### config.mk
export PLATFORM = sky130hd
export DESIGN_NAME = cv32e40s_ctrl_scoreboard
export DESIGN_NICKNAME = d
export VERILOG_FILES = /design/src/rtl/cv32e40s_ctrl_scoreboard.sv
export SDC_FILE = /design/constraint.sdc
export NUM_CORES = 1
export LEC_CHECK = 0
export BUFFER_PORTS_ARGS = -buffer_cell sky130_fd_sc_hd__buf_2
export CORE_ASPECT_RATIO = 1.5
export CORE_MARGIN = 10
export CORE_UTILIZATION = 57
export CTS_CLUSTER_SIZE = 16
export DETAILED_ROUTE_END_ITERATION = 12
export PLACE_DENSITY = 0.8
export SLEW_MARGIN = 20
export SYNTH_ARGS = -nofsm -noshare
export SYNTH_HDL_FRONTEND = slang
export SYNTH_SLANG_ARGS = --single-unit
export TNS_END_PERCENT = 10
### constraint.sdc
create_clock -name clk -period 3 [get_ports clk]
set_input_delay 0.45 -clock clk [delete_from_list [all_inputs] [get_ports clk]]
set_output_delay 0.45 -clock clk [all_outputs]
set_load 0.005 [all_outputs]
### src/rtl/cv32e40s_ctrl_scoreboard.sv
// In-order write scoreboard for ID hazard detection: RAW/WAW stalls and WB-retire forward select.
// Latency: pushes are visible to hazard checks next cycle; a retiring head stops counting the same cycle.
// Backpressure: issue_ready_o = !full only; a push while full is dropped and sets the sticky err_o.
module cv32e40s_ctrl_scoreboard #(
    parameter int unsigned DEPTH                  = 4,
    parameter int unsigned REGFILE_NUM_READ_PORTS = 2,
    parameter int unsigned ADDR_W                 = 5
) (
    input  logic                                     clk,
    input  logic                                     rst,
    input  logic                                     issue_valid_i,
    input  logic                                     issue_we_i,
    input  logic [ADDR_W-1:0]                        issue_waddr_i,
    output logic                                     issue_ready_o,
    input  logic                                     retire_valid_i,
    output logic [ADDR_W-1:0]                        retire_waddr_o,
    input  logic                                     kill_i,
    input  logic [REGFILE_NUM_READ_PORTS-1:0]        rf_re_i,
    input  logic [REGFILE_NUM_READ_PORTS*ADDR_W-1:0] rf_raddr_i,
    output logic                                     raw_stall_o,
    output logic                                     waw_stall_o,
    output logic [REGFILE_NUM_READ_PORTS-1:0]        fwd_wb_o,
    output logic [$clog2(DEPTH+1)-1:0]               count_o,
    output logic                                     empty_o,
    output logic                                     full_o,
    output logic                                     err_o
);

    localparam int unsigned PTR_W = $clog2(DEPTH);
    localparam int unsigned CNT_W = $clog2(DEPTH+1);

    // Entry storage; entry_vld_q marks occupied slots between rd and wr pointers
    logic [DEPTH-1:0]  entry_vld_q;
    logic [DEPTH-1:0]  entry_we_q;
    logic [ADDR_W-1:0] entry_waddr_q [DEPTH];

    logic [PTR_W-1:0]  rd_ptr_q;
    logic [PTR_W-1:0]  wr_ptr_q;
    logic [CNT_W-1:0]  count_q;
    logic              err_q;

    logic              full;
    logic              empty;
    logic              push;
    logic              pop;
    logic [DEPTH-1:0]  live;
    logic              head_we;
    logic [ADDR_W-1:0] head_waddr;
    logic              waw_hit;

    logic [REGFILE_NUM_READ_PORTS-1:0] port_raw;
    logic [REGFILE_NUM_READ_PORTS-1:0] port_fwd;

    // Occupancy flags and the qualified push/pop strobes; kill swallows both
    always_comb begin
        full  = (count_q == CNT_W'(DEPTH));
        empty = (count_q == '0);
        push  = issue_valid_i && !full && !kill_i;
        pop   = retire_valid_i && !empty && !kill_i;
    end

    // Head view; a retiring head is dropped from the live set so it no longer stalls
    always_comb begin
        head_we    = entry_vld_q[rd_ptr_q] & entry_we_q[rd_ptr_q];
        head_waddr = entry_waddr_q[rd_ptr_q];
        live       = entry_vld_q & entry_we_q;
        if (retire_valid_i) begin
            live[rd_ptr_q] = 1'b0;
        end
    end

    // Per read port: RAW against live writers, else forward from the retiring head
    for (genvar p = 0; p < REGFILE_NUM_READ_PORTS; p++) begin : g_port
        logic [ADDR_W-1:0] raddr;
        logic              live_hit;

        assign raddr = rf_raddr_i[p*ADDR_W +: ADDR_W];

        // Any live writer targeting this port's source register
        always_comb begin
            live_hit = 1'b0;
            for (int i = 0; i < DEPTH; i++) begin
                if (live[i] && (entry_waddr_q[i] == raddr)) begin
                    live_hit = 1'b1;
                end
            end
        end

        // A younger live writer takes priority over the retiring one: stall, not forward
        assign port_raw[p] = rf_re_i[p] && (raddr != '0) && live_hit;
        assign port_fwd[p] = retire_valid_i && head_we && (head_waddr == raddr) &&
                             rf_re_i[p] && (raddr != '0) && !live_hit;
    end

    // WAW: issuing destination already owned by a live writer (advisory only)
    always_comb begin
        waw_hit = 1'b0;
        for (int i = 0; i < DEPTH; i++) begin
            if (live[i] && (entry_waddr_q[i] == issue_waddr_i)) begin
                waw_hit = 1'b1;
            end
        end
    end

    // Output drive; hazard outputs are muted while the pipeline is being killed
    always_comb begin
        issue_ready_o  = !full;
        empty_o        = empty;
        full_o         = full;
        count_o        = count_q;
        err_o          = err_q;
        retire_waddr_o = empty ? '0 : head_waddr;
        raw_stall_o    = !kill_i && (|port_raw);
        fwd_wb_o       = kill_i ? '0 : port_fwd;
        waw_stall_o    = !kill_i && issue_valid_i && issue_we_i &&
                         (issue_waddr_i != '0) && waw_hit;
    end

    // Entry payload; x0 writers are tracked for ordering but never marked as writing
    always_ff @(posedge clk) begin
        if (push) begin
            entry_we_q[wr_ptr_q]    <= issue_we_i && (issue_waddr_i != '0);
            entry_waddr_q[wr_ptr_q] <= issue_waddr_i;
        end
    end

    // Pointers, count, valid bits and the sticky misuse flag
    always_ff @(posedge clk) begin
        if (rst) begin
            rd_ptr_q    <= '0;
            wr_ptr_q    <= '0;
            count_q     <= '0;
            entry_vld_q <= '0;
            err_q       <= 1'b0;
        end else begin
            if (!kill_i && ((retire_valid_i && empty) || (issue_valid_i && full))) begin
                err_q <= 1'b1;
            end
            if (kill_i) begin
                rd_ptr_q    <= '0;
                wr_ptr_q    <= '0;
                count_q     <= '0;
                entry_vld_q <= '0;
            end else begin
                if (push) begin
                    entry_vld_q[wr_ptr_q] <= 1'b1;
                    wr_ptr_q              <= wr_ptr_q + PTR_W'(1);
                end
                if (pop) begin
                    entry_vld_q[rd_ptr_q] <= 1'b0;
                    rd_ptr_q              <= rd_ptr_q + PTR_W'(1);
                end
                case ({push, pop})
                    2'b10:   count_q <= count_q + CNT_W'(1);
                    2'b01:   count_q <= count_q - CNT_W'(1);
                    default: count_q <= count_q;
                endcase
            end
        end
    end

endmodule

==> metrics.md <==
| Metric | Value |
|---|---|
| RSZ-0062 raised after global routing | false |
| Worst-margin pin slew | 0.480 ns |
| Worst Path Arrival | 2.27 ns |
| Post-DP HPWL | 5110 µm |
| Vias | 2064 |
| N_diodes | 0 |
| Maximum clock rate | 368 MHz |
| GRT overflow | 0 |
| DRT Pass-1 Iters | 5 |
| Lkg Pwr | between 1 and 1.5 nW |
| Core area | roughly 4500 µm² |
| Max FO, Critical Path | 5 |
| Relative slew slack | just under 70% |
| Overall power | about 1.1 mW |
| PD cells | between 300 and 400 nW/µm² |
| First-pass GRT wire length | 10600 µm |
| CP required | 2.55 ns |
| H-tree level count | 2 |
| Worst VDD drop | a little over 300 µV |
| DRT iter0 DRCs | 148 |
| Ys flop type | edfxtp_1 |
| Fin crit period | 2.72 ns |
| GPL Wtd Cong | 0.968 |
| RR Startpoint | count_o[2]$_SDFFE_PP0P_ |
| Hold EP | err_o$_SDFFE_PP0P_ |
| Final setup TNS | 0 ns |
| Unique cell type count in the Yosys netlist | 38 |
| Sequential share of the synthesized area | 38.2% |
| Hold path cells | 2 |
| IO Port Bufs | 38 |
| Synth Net Count | 301 |
| Fill count | 379 |
| Clock tree buffer depth | 2 |
| Max-Cap Viols | 0 |
| Reg-to-Reg End | count_o[2]$_SDFFE_PP0P_ |
| Row cnt | 30 |
| Pin count of the biggest net entering global routing | 13 |
| ANT nets after route | 0 |
| CTS tree | yes |
| Die ar. | 7770 µm² |
| Die Width | 75.4 µm |
| Clock transition at path regs | approximately 0.080 ns |
| Routed WL per cell | 19.2 µm |
| R2R cell count | 9 |
| Cts repair resizes | 0 |
| CP Capture Type | output pin |
| Hold_buf cts | 0 |
| DRC | 0 |
| Final Routed Wirelength | 6590 µm |
| Clk_skew | 0.00742 ns |
| Mapped Cells | 268 |
| Area grow syn2layout | 9.79% |
| Antenna violations before repair | 0 |
| CP Launch Point | rd_ptr_q[0]$_SDFFE_PP0N_ |
| Worst R2R Setup Slack | 0.55 ns |
| Slew Viols, Final | 0 |
| Vias in the first global route | approximately 2100 |
| Yosys warning count | 0 |
| #FFs+latches synth | 38 |
| Status | finished, final reports clean |
| Setup crit start kind | register |
| Root Driver | clkbuf_8 |
| # IOs | 39 |
| Final Net Count | 327 |
| Sink Count | 38 |
| CTS Buf Count | 5 |
| Final setup vio count | 0 |
| Vias per cell | 6.02 |
| Final Hold Fails | 0 |
| Tcrit/Tclk final | 90.6% |
| Die height | 103 µm |
| FFs w/ async S/R, synth | 0% |
| Initial Utilization | 58.2% |
| Average size of a mapped cell | ~10 µm² |
| Global-route usage over all layers | 18.1% |
| EDFF count, synth | 24 |
| Mapped cell area | 2620 µm² |
| Share of cells above drive strength 1 | 18.0% |
| Critical hold path startpoint | rst |
| Hold Path Class | in -> reg |
| Clock Latency Late Sink | about 0.3 ns |
| Kind of critical path | reg -> out |
| Post-CTS Setup Bufs | 0 |
[power by group]
| part | switching, mW | internal [mW] |
|---|---|---|
| clock network | 0.183 | 0.185 |
| logic | 0.0884 | 0.0672 |
| registers | 0.00926 | 0.563 |
[sequential cells by signal, summed over array words and instances, names as in the netlist, named ones only]
signal and count:
err_o 1, rd_ptr_q 2, entry_vld_q 4, wr_ptr_q 2, count_o 3, entry_we_q 4, entry_waddr_q 20
[synth_stat cells (all sizes together), types with 4 or more instances]
cell type	number	area [µm²]
nor2	19	71.3
xnor2	51	447
nor4	11	68.8
nor3	6	30.0
edfxtp	24	721
nand4	4	25.0
nand2	18	67.6
nand3	5	25.0
buf	11	57.6
mux2i	7	70.1
clkbuf	8	30.0
inv	12	45.0
and2	7	45.1
a21oi	4	20.0
xor2	23	201
dfxtp	14	280
o21ai	5	25.0
ha	9	113
[critical path: stages (launching register included)]
cell	delay [ns]
dfxtp_1	0.42
inv_1	0.12
ha_1	0.24
a21o_1	0.22
nor4_1	0.39
nor4_1	0.14
o32ai_1	0.28
buf_2	0.16
[kinds of logic (layout without fill, tap and decap cells)]
kind of cell               after synthesis  count (layout)  share of synthesized area (%)
muxes                                   12              12                           5.68
and+or+nand+nor                         82              82                           15.8
buffers and inverters                   31              58                           5.06
adders and majority gates               10              10                           5.06
DFF                                     38              38                           38.2
xor gates and xnor gates                74              74                           24.7
AOI/OAI and AO/OA                       21              21                           5.44
[stage by stage]
step           hold slack (ns)  cells  setup slack [ns]  instance area, µm²  util, %
2_1_floorplan            0.460    268             0.757                2620        -
3_3_place_gp             0.446    335             0.659                2780     61.8
3_5_place_dp             0.457    335             0.618                2780     61.8
4_1_cts                  0.299    343             0.344                2880     63.9
5_1_grt                  0.304    343             0.145                2880     63.9
6_report                 0.304    343             0.282                2880     63.9
[cell type report]
type                       count  area (µm²)  share of cell area (%)
timing repair buffer          38         190                    6.61
multi-input combinational    199        1490                    51.7
clock inverter                 2        11.3                   0.391
sequential                    38        1000                    34.8
inverter                      12        45.0                    1.57
tap                           48        60.1                    2.09
clock buffer                   6        82.6                    2.87
[worst max path at each step]
stage	endpoint	slack, ns	depth (start not counted)
floorplan	count_o[2]$_SDFFE_PP0P_	0.76	9
global placement	raw_stall_o	0.66	7
detailed placement	count_o[2]$_SDFFE_PP0P_	0.62	9
CTS	waw_stall_o	0.34	7
global route	waw_stall_o	0.14	7
finish	raw_stall_o	0.28	7
[routing by layer]
metal	global-route usage, %	vias up	share of wire (%)
met2	29.9	83	50
met3	3.85	30	6.6
met1	19.6	983	38
li1	-	968	-
met4	13.6	0	5.6
met5	0	-	0
[cells in the final DEF, fill, tap and decap left out]
cell,count
o211ai_1,1
mux4_2,2
nor3_1,6
or2_2,1
o2111a_1,1
o32ai_1,1
o21ai_0,5
mux2_2,3
nand3_1,5
and2_2,1
a21o_1,2
nand2b_1,2
clkbuf_8,6
or4_1,3
mux2i_1,7
a21oi_1,4
fa_1,1
inv_1,12
clkinv_2,1
or3_1,2
buf_2,38
nor3b_1,1
a311oi_1,3
and2_1,6
and3_1,2
nand4_1,4
a211oi_1,1
xor2_1,23
nand2_1,18
edfxtp_1,24
xnor2_1,51
dfxtp_1,14
nor2_1,19
a22o_1,1
and4_1,1
a31oi_1,2
nor4_1,11
ha_1,9
inv_4,1
Power figures use the tool's default switching activity.
